<file path="src/rtl/io_arbiter_if.sv">
// Two-port request/grant bus shared by the CPU (port 0) and a secondary master (port 1).
// The master modport is the requester side; the slave modport is the arbiter side.
interface io_arbiter_if;
   logic        req0, req1;
   logic        we0, we1;
   logic [15:0] addr0, addr1;
   logic [15:0] wdata0, wdata1;
   logic        gnt0, gnt1;
   logic        ack0, ack1;
   logic [15:0] rdata;
   logic        err;

   modport master (
      output req0, req1, we0, we1, addr0, addr1, wdata0, wdata1,
      input  gnt0, gnt1, ack0, ack1, rdata, err
   );

   modport slave (
      input  req0, req1, we0, we1, addr0, addr1, wdata0, wdata1,
      output gnt0, gnt1, ack0, ack1, rdata, err
   );
endinterface

</file>
<file path="src/rtl/io_arbiter.sv">
// Round-robin arbiter/sequencer for the I/O page (LED and button registers) at 0xFFE0-0xFFFF.
// Optional feature macro IO_ARB_EDGE_CAPTURE_EN: button reads return sticky rising-edge flags.
module io_arbiter (
   input  logic               clk,
   input  logic               reset,
   io_arbiter_if.slave        bus,
   input  logic [15:0]        botones,
   output logic [15:0]        leds,
   output logic               ce
);

   typedef enum logic [1:0] {IDLE, ACCESS, DONE} state_t;

   localparam logic [11:0] PAGE_LED = 12'hFFF;
   localparam logic [11:0] PAGE_BTN = 12'hFFE;

   state_t      state_q, state_d;
   logic        prio_q, prio_d;
   logic        win_q, win_d;
   logic        we_q, we_d;
   logic [11:0] page_q, page_d;
   logic [15:0] wdata_q, wdata_d;
   logic [15:0] leds_q, leds_d;
   logic [15:0] rdata_q, rdata_d;
   logic        err_q, err_d;
   logic [15:0] sync1_q, sync1_d;
   logic [15:0] sync2_q, sync2_d;
   logic        win;

`ifdef IO_ARB_EDGE_CAPTURE_EN
   logic [15:0] sync2_dly_q, sync2_dly_d;
   logic [15:0] flags_q, flags_d;
   logic        flags_clr;
`endif

   // Only addr[15:4] selects a register; the low nibble is a don't-care.
   logic unused_addr_bits;
   assign unused_addr_bits = ^{bus.addr0[3:0], bus.addr1[3:0]};

   always_comb begin
      // NOTE: every always_comb output gets a default first, so no path can infer a latch.
      state_d  = state_q;
      prio_d   = prio_q;
      win_d    = win_q;
      we_d     = we_q;
      page_d   = page_q;
      wdata_d  = wdata_q;
      leds_d   = leds_q;
      rdata_d  = rdata_q;
      err_d    = err_q;
      sync1_d  = botones;
      sync2_d  = sync1_q;
      win      = 1'b0;
`ifdef IO_ARB_EDGE_CAPTURE_EN
      sync2_dly_d = sync2_q;
      flags_clr   = 1'b0;
`endif

      case (state_q)
         IDLE: begin
            if (bus.req0 || bus.req1) begin
               // Contention goes to the priority port; a lone requester always wins.
               win     = (bus.req0 && bus.req1) ? prio_q : bus.req1;
               win_d   = win;
               prio_d  = ~win;
               we_d    = win ? bus.we1 : bus.we0;
               page_d  = win ? bus.addr1[15:4] : bus.addr0[15:4];
               wdata_d = win ? bus.wdata1 : bus.wdata0;
               state_d = ACCESS;
            end
         end
         ACCESS: begin
            rdata_d = '0;
            err_d   = 1'b0;
            case (page_q)
               PAGE_LED: begin
                  if (we_q) leds_d = wdata_q;
                  else      rdata_d = leds_q;
               end
               PAGE_BTN: begin
                  if (!we_q) begin
`ifdef IO_ARB_EDGE_CAPTURE_EN
                     rdata_d   = flags_q;
                     flags_clr = 1'b1;
`else
                     rdata_d   = sync2_q;
`endif
                  end
               end
               default: err_d = 1'b1;
            endcase
            state_d = DONE;
         end
         DONE: begin
            rdata_d = '0;
            err_d   = 1'b0;
            state_d = IDLE;
         end
         default: state_d = IDLE;
      endcase

`ifdef IO_ARB_EDGE_CAPTURE_EN
      // A new edge on the clearing cycle survives: set is OR'ed in after the clear.
      flags_d = (flags_q & ~{16{flags_clr}}) | (sync2_q & ~sync2_dly_q);
`endif
   end

   always_ff @(posedge clk) begin
      // NOTE: reset is synchronous, so it simply wins over any update on the same edge,
      // including a write that was about to commit in ACCESS.
      if (!reset) begin
         state_q <= IDLE;
         prio_q  <= 1'b0;
         win_q   <= 1'b0;
         we_q    <= 1'b0;
         page_q  <= '0;
         wdata_q <= '0;
         leds_q  <= '0;
         rdata_q <= '0;
         err_q   <= 1'b0;
         sync1_q <= '0;
         sync2_q <= '0;
`ifdef IO_ARB_EDGE_CAPTURE_EN
         sync2_dly_q <= '0;
         flags_q     <= '0;
`endif
      end else begin
         // NOTE: non-blocking assignments keep every flop sampling pre-edge values.
         state_q <= state_d;
         prio_q  <= prio_d;
         win_q   <= win_d;
         we_q    <= we_d;
         page_q  <= page_d;
         wdata_q <= wdata_d;
         leds_q  <= leds_d;
         rdata_q <= rdata_d;
         err_q   <= err_d;
         sync1_q <= sync1_d;
         sync2_q <= sync2_d;
`ifdef IO_ARB_EDGE_CAPTURE_EN
         sync2_dly_q <= sync2_dly_d;
         flags_q     <= flags_d;
`endif
      end
   end

   assign bus.gnt0  = (state_q == ACCESS) && !win_q;
   assign bus.gnt1  = (state_q == ACCESS) &&  win_q;
   assign bus.ack0  = (state_q == DONE)   && !win_q;
   assign bus.ack1  = (state_q == DONE)   &&  win_q;
   assign bus.rdata = rdata_q;
   assign bus.err   = err_q;
   assign leds      = leds_q;

   // Data memory is selected for any CPU address outside 0xFFE0-0xFFFF.
   assign ce = (bus.addr0[15:5] != 11'h7FF);

endmodule

</file>
<file path="src/flat_wrapper.sv">
// flat-port wrapper written by rule: the top's interface ports become plain ports
module io_arbiter_flat 
  (clk, reset, botones, leds, ce, bus_req0, bus_req1, bus_we0, bus_we1, bus_addr0, bus_addr1, bus_wdata0, bus_wdata1, bus_gnt0, bus_gnt1, bus_ack0, bus_ack1, bus_rdata, bus_err);
  io_arbiter_if bus_i ();
  input  logic clk;
  input  logic reset;
  input  logic [15:0] botones;
  output logic [15:0] leds;
  output logic ce;
  input wire logic [$bits(bus_i.req0)-1:0] bus_req0;
  input wire logic [$bits(bus_i.req1)-1:0] bus_req1;
  input wire logic [$bits(bus_i.we0)-1:0] bus_we0;
  input wire logic [$bits(bus_i.we1)-1:0] bus_we1;
  input wire logic [$bits(bus_i.addr0)-1:0] bus_addr0;
  input wire logic [$bits(bus_i.addr1)-1:0] bus_addr1;
  input wire logic [$bits(bus_i.wdata0)-1:0] bus_wdata0;
  input wire logic [$bits(bus_i.wdata1)-1:0] bus_wdata1;
  output wire logic [$bits(bus_i.gnt0)-1:0] bus_gnt0;
  output wire logic [$bits(bus_i.gnt1)-1:0] bus_gnt1;
  output wire logic [$bits(bus_i.ack0)-1:0] bus_ack0;
  output wire logic [$bits(bus_i.ack1)-1:0] bus_ack1;
  output wire logic [$bits(bus_i.rdata)-1:0] bus_rdata;
  output wire logic [$bits(bus_i.err)-1:0] bus_err;
  assign bus_i.req0 = bus_req0;
  assign bus_i.req1 = bus_req1;
  assign bus_i.we0 = bus_we0;
  assign bus_i.we1 = bus_we1;
  assign bus_i.addr0 = bus_addr0;
  assign bus_i.addr1 = bus_addr1;
  assign bus_i.wdata0 = bus_wdata0;
  assign bus_i.wdata1 = bus_wdata1;
  assign bus_gnt0 = bus_i.gnt0;
  assign bus_gnt1 = bus_i.gnt1;
  assign bus_ack0 = bus_i.ack0;
  assign bus_ack1 = bus_i.ack1;
  assign bus_rdata = bus_i.rdata;
  assign bus_err = bus_i.err;
  io_arbiter u_core (.clk(clk), .reset(reset), .bus(bus_i), .botones(botones), .leds(leds), .ce(ce));
endmodule
</file>
<file path="config.mk">
export PLATFORM = sky130hd
export DESIGN_NAME = io_arbiter_flat
export DESIGN_NICKNAME = d
export VERILOG_FILES = /design/src/rtl/io_arbiter_if.sv /design/src/rtl/io_arbiter.sv /design/src/flat_wrapper.sv
export SDC_FILE = /design/constraint.sdc
export NUM_CORES = 1
export LEC_CHECK = 0
export BUFFER_PORTS_ARGS = -buffer_cell sky130_fd_sc_hd__buf_2
export CORE_UTILIZATION = 50
export CTS_CLUSTER_DIAMETER = 200
export CTS_CLUSTER_SIZE = 12
export DETAILED_ROUTE_END_ITERATION = 7
export GPL_TIMING_DRIVEN = 0
export MAX_ROUTING_LAYER = met4
export PLACE_DENSITY = 0.79
export SLEW_MARGIN = 20
export SYNTH_ARGS = -nofsm -noshare
export SYNTH_HDL_FRONTEND = slang
export SYNTH_SLANG_ARGS = --single-unit
</file>
<file path="constraint.sdc">
create_clock -name clk -period 2.3 [get_ports clk]
set_clock_uncertainty 0.2 [all_clocks]
set_input_delay 0.345 -clock clk [delete_from_list [all_inputs] [get_ports clk]]
set_output_delay 0.345 -clock clk [all_outputs]
set_load 0.01 [all_outputs]
</file>
# ---- Word-level counts from Yosys, hierarchy flattened
# Cells that the tools add are included.
dict set report totals {
  ff_bits 98
  n_memories 0
  in_bits 86
  latchBits 0
  output_inout_bits 38
  rom_bits 0
  ram_bits 0
}
dict set report classes {
  multipliers 0
  n_eq_ne 6
  add_sub_neg 0
  n_lt_le_gt_ge 0
  shift 0
  mux 12
  n_reduce_logical 12
  n_div 0
  bitwise_logic 1
}
# cell n
set ops {}
lappend ops {{16-bit case mux with 2 select lines} 2}
lappend ops {{16-bit two-way mux} 3}
lappend ops {{12-bit == test (second input constant)} 2}
lappend ops {{12-bit two-way mux} 1}
lappend ops {{11-bit inequality test (second input constant)} 1}
lappend ops {{1-bit logical AND} 5}
lappend ops {{2-bit case mux with 2 select lines} 1}
lappend ops {{1-bit two-way mux} 3}
lappend ops {{3-bit AND reduction} 1}
lappend ops {{2-bit by 1-bit == test with 1-bit output (second input constant)} 1}
lappend ops {{2-bit == test (second input constant)} 1}
lappend ops {{2-bit logical NOT} 1}
lappend ops {{2-bit two-way mux} 1}
lappend ops {{2-bit by 1-bit inequality test with 1-bit output (second input constant)} 1}
lappend ops {{1-bit case mux with 2 select lines} 1}
lappend ops {{2-bit AND reduction} 1}
lappend ops {{2-bit nonzero test} 1}
lappend ops {{2-bit OR reduction} 1}
lappend ops {{1-bit logical NOT} 1}
lappend ops {{1-bit logical OR} 1}
lappend ops {{1-bit NOT} 1}

# ---- Logic depth before layout (Yosys ltp)
dict set report logic_depth {
  depth_word 4
  depth_mapped 7
}

# ---- Least setup slack after synthesis
# No wires, ideal clock.
dict set report synth_timing {
  path_type {register to register}
  start {register u_core.state_q[0]}
  end {register u_core.rdata_q[10], in the netlist u_core.bus.rdata[10]}
  required_ns 2.033
  t_arrival_ns 1.590
  path_stages_with_launch 8
  setup_time_ns 0.067
  path_slack_ns 0.442
  path_cell_list {dfxtp_1 > inv_1 > ha_1 > nand4bb_1 > or4_1 > buf_2 > buf_6 > o21ai_2}
}
dict set report synth_between {
  elab_chain_cells 2
  elab_cells_between_ends 4
  classes_between {eq/ne: 2; mux: 1; reduce/logical: 1}
}
# element line
set synth_lines {}
lappend synth_lines {{start: declaration} io_arbiter.sv:17} ;# state_t state_q, state_d;
lappend synth_lines {{start signal: assignment} io_arbiter.sv:129} ;# state_q <= state_d;
lappend synth_lines {{2-bit == test or 2-bit by 1-bit == test with 1-bit output (tied branches)} io_arbiter.sv:59} ;# case (state_q)
lappend synth_lines {{16-bit case mux with 2 select lines or 2-bit nonzero test (tied branches)} -}
lappend synth_lines {{end signal: assignment} io_arbiter.sv:136} ;# rdata_q <= rdata_d;
lappend synth_lines {{end: declaration} io_arbiter.sv:24} ;# logic [15:0] rdata_q, rdata_d;
# Several ways; a longest one is shown, not always the timed one.
# A chain may end at the register's enable or synchronous reset.

# ---- Final worst setup path
dict set report layout_timing {
  start {register u_core.state_q[0]}
  end {register u_core.wdata_q[7]}
}
dict set report layout_between {
  elab_chain_cells 2
}
# element line
set layout_lines {}
lappend layout_lines {{2-bit logical NOT} io_arbiter.sv:59}
lappend layout_lines {{2-bit AND reduction (no line)} -}
lappend layout_lines {{end signal: assignment} io_arbiter.sv:134} ;# wdata_q <= wdata_d;
lappend layout_lines {{end: declaration} io_arbiter.sv:22} ;# logic [15:0] wdata_q, wdata_d;
# No other way between the ends.

==> results_dict.tcl <==
set metrics [dict create \
    yosysWarnings 0 \
    area_delta_synth_final_pct 27.9 \
    place_ws_ps 121 \
    setup_violations 0 \
    maxSlewViolCount 0 \
    synth_area_um2 3700 \
    hold_viol_final 0 \
    wl_per_cell_um 14.8 \
    layout-drive-gt1-share 0.291 \
    numCtsBuffers 9 \
    cpMostUsedCell "clkbuf_1" \
    startpoint_type "flip-flop" \
    maxCapViolCount 0 \
    grt-ovfl-total 0 \
    core-area_um2 6980 \
    ys_top_cells_by_area "dfxtp_1 (53%), mux2i_1 (8.9%), a32oi_1 (6.6%)" \
    crit_slowest_cell "clkbuf_1" \
    ys_top_cells_by_count "dfxtp_1 (98), nand2_1 (55), and2_1 (34), mux2i_1 (33), a32oi_1 (28)" \
    yosysMostFrequentCell "dfxtp_1" \
    timing.final.ws_setup_ps 156 \
    io-pin-count 124 \
    clk_latency_ps 360 \
    avgSynthCellArea_um2 10.2 \
    grt_pass1_wl_um 13600 \
    end_kind "flip-flop" \
    viasPerCell 5.34 \
    utilization 0.677 \
    synth_top_area_frac 0.531 \
    syn_inst 361 \
    min_path_type "input pin to flip-flop" \
    antenna_cells 0 \
    rows 30 \
    wl_um 8890 \
    worstPathArrival_ps 2170 \
    grt_max_degree 17 \
    crit_required_ps 2320 \
    power_frac_clock 0.324 \
    setup_tns_ps 0 \
    yosysTopAreaCell "dfxtp_1" \
    yosysUniqueCellTypes 33 \
    worstMarginPinSlew_ps 762 \
    async_flop_share 0 \
    seq_area_frac_synth 0.531 \
    layout.nets 590 \
    fmax_mhz 466 \
    power_leakage_uw 0.00193 \
    h-tree-depth 3 \
    drt_iter0_drc 147 \
    hold_ws_ps 16.8 \
    critPathBufInv 3 \
    status "finished clean" \
    ys_ff_latch 98 \
    rsz0062_at_grt "no" \
    slew_headroom 0.492 \
    dpl.hpwl_um 6640 \
    clk_path_buf_depth 2 \
    die_y_um 88.0 \
    postRouteAntennaNets 0 \
    crit_family "buffers and inverters" \
    grt_pass1_vias 2921 \
    io_buffer_count 113 \
    die_area_um2 7740 \
    start_util 0.529 \
    grt_util_all_layers 0.241 \
    synth_nets 451 \
    cts_tree "built" \
    p_per_area_nw_per_um2 704 \
    die_w_um 88.0 \
    vias 3211 \
    sw_frac_of_total 0.256 \
    finalWeightedCongestion 0.837 \
    drcViolationCount 0 \
    cp_max_fo 10 \
    synth_edf_count 0 \
    clkSlewWorstSetupHoldPaths_ps 90 \
    min_period_over_period 0.932 \
    slowest_delay_ps 430 \
    pwr-share-seq 0.548 \
    cts-root-buf "clkbuf_8" \
    synth_ff_type "dfxtp_1" \
    power_uw 3330 \
    critical_path_class "flip-flop to flip-flop" \
    combPwrFrac 0.128 \
    fin_crit_ps 2140 \
    crit_chain "inv_1 -> ha_1 -> clkbuf_1 -> nand2_1 -> clkbuf_1 -> o22ai_1" \
    antenna_found_initial 0 \
    vdd.ir_drop.worst_mv 0.463 \
    p_int_uw 2480 \
    switchingPower_uw 852 \
    clock-sinks 98 \
    first_pass_iters 4 \
]
==> timing repair <==
item	CTS	global route
hold endpoints to repair	15	0
setup endpoints to repair	0	10
setup buffers	0	0
gates resized for setup	0	2
hold buffers	15	0
==> cell usage in the layout (no fill, tap or decap), types with 2 or more instances in the layout <==
master           n
buf_6            2
and2_1          34
inv_1            3
nor2_1           5
o21ai_0          7
buf_2          115
o2bb2ai_1       12
a31oi_1          2
a32oi_1         28
clkbuf_8         9
nor3_1           2
dlygate4sd3_1   15
ha_1             4
nand4_1          8
nand3_1          2
buf_1            4
dfxtp_1         98
clkbuf_1        20
clkinvlp_4       3
nand2_1         55
mux2i_1         33
o22ai_1         15
o21ai_2         10
nor2b_1          3
==> sequential cells by signal, summed over array words and instances (netlist names) <==
register	cells
u_core.win_q	1
u_core.bus.err	1
u_core.page_q	12
u_core.wdata_q	16
u_core.leds	16
u_core.prio_q	1
u_core.sync1_q	16
u_core.state_q	2
u_core.bus.rdata	16
u_core.we_q	1
u_core.sync2_q	16
==> cell type report <==
type                       instances  area [um2]
tap                               96         120
clock buffer                      10         128
clock inverter                     6        66.3
inverter                           3        11.3
multi-input combinational        231        1590
timing repair buffer             128         716
buffer                            29         131
sequential                        98        1960
fill                             562        2250
==> worst paths after layout <==
| check | start | to | slack, ps | depth (start not counted) |
|---|---|---|---|---|
| min | botones[0] | u_core.sync1_q[0]$_SDFF_PN0_ | 20 | 2 |
| min reg2reg | u_core.sync1_q[8]$_SDFF_PN0_ | u_core.sync2_q[8]$_SDFF_PN0_ | 240 | 1 |
| max reg2reg | u_core.state_q[0]$_SDFFE_PN0P_ | u_core.wdata_q[7]$_SDFFE_PN0P_ | 160 | 6 |
| max | u_core.state_q[0]$_SDFFE_PN0P_ | u_core.wdata_q[7]$_SDFFE_PN0P_ | 160 | 6 |
==> stage by stage <==
stage          cell area, um2  std cells
3_3_place_gp             4380        570
5_1_grt                  4730        601
6_report                 4730        601
4_1_cts                  4730        601
2_1_floorplan            3700        361
3_5_place_dp             4380        570
==> power by group through the flow <==
stage / sequential [uW] / clock (uW) / combinational (uW)
global route: 1830 / 1160 / 465
detailed placement: 1860 / 0 / 403
CTS: 1820 / 1090 / 424
finish: 1820 / 1080 / 426
global placement: 1860 / 0 / 392
floorplan: 1850 / 0 / 251
==> metal layers <==
metal / global-route usage / vias to the layer above / wire [um]
li1: - / 1592 / -
met5: - / - / 0
met3: 0.0424 / 20 / 422
met2: 0.402 / 94 / 4370
met4: 0.0924 / 0 / 195
met1: 0.290 / 1505 / 3900
==> logic make-up after synthesis <==
family / count (synthesis) / share of synthesized area
AND/OR/NAND/NOR: 115 / 0.160
adder cells (fa/ha/maj): 4 / 0.0135
buffers and inverters: 32 / 0.0383
AO/OA/AOI/OAI: 79 / 0.168
flip-flops: 98 / 0.531
multiplexers: 33 / 0.0894
Note: power is estimated with default switching activity, not from simulation.
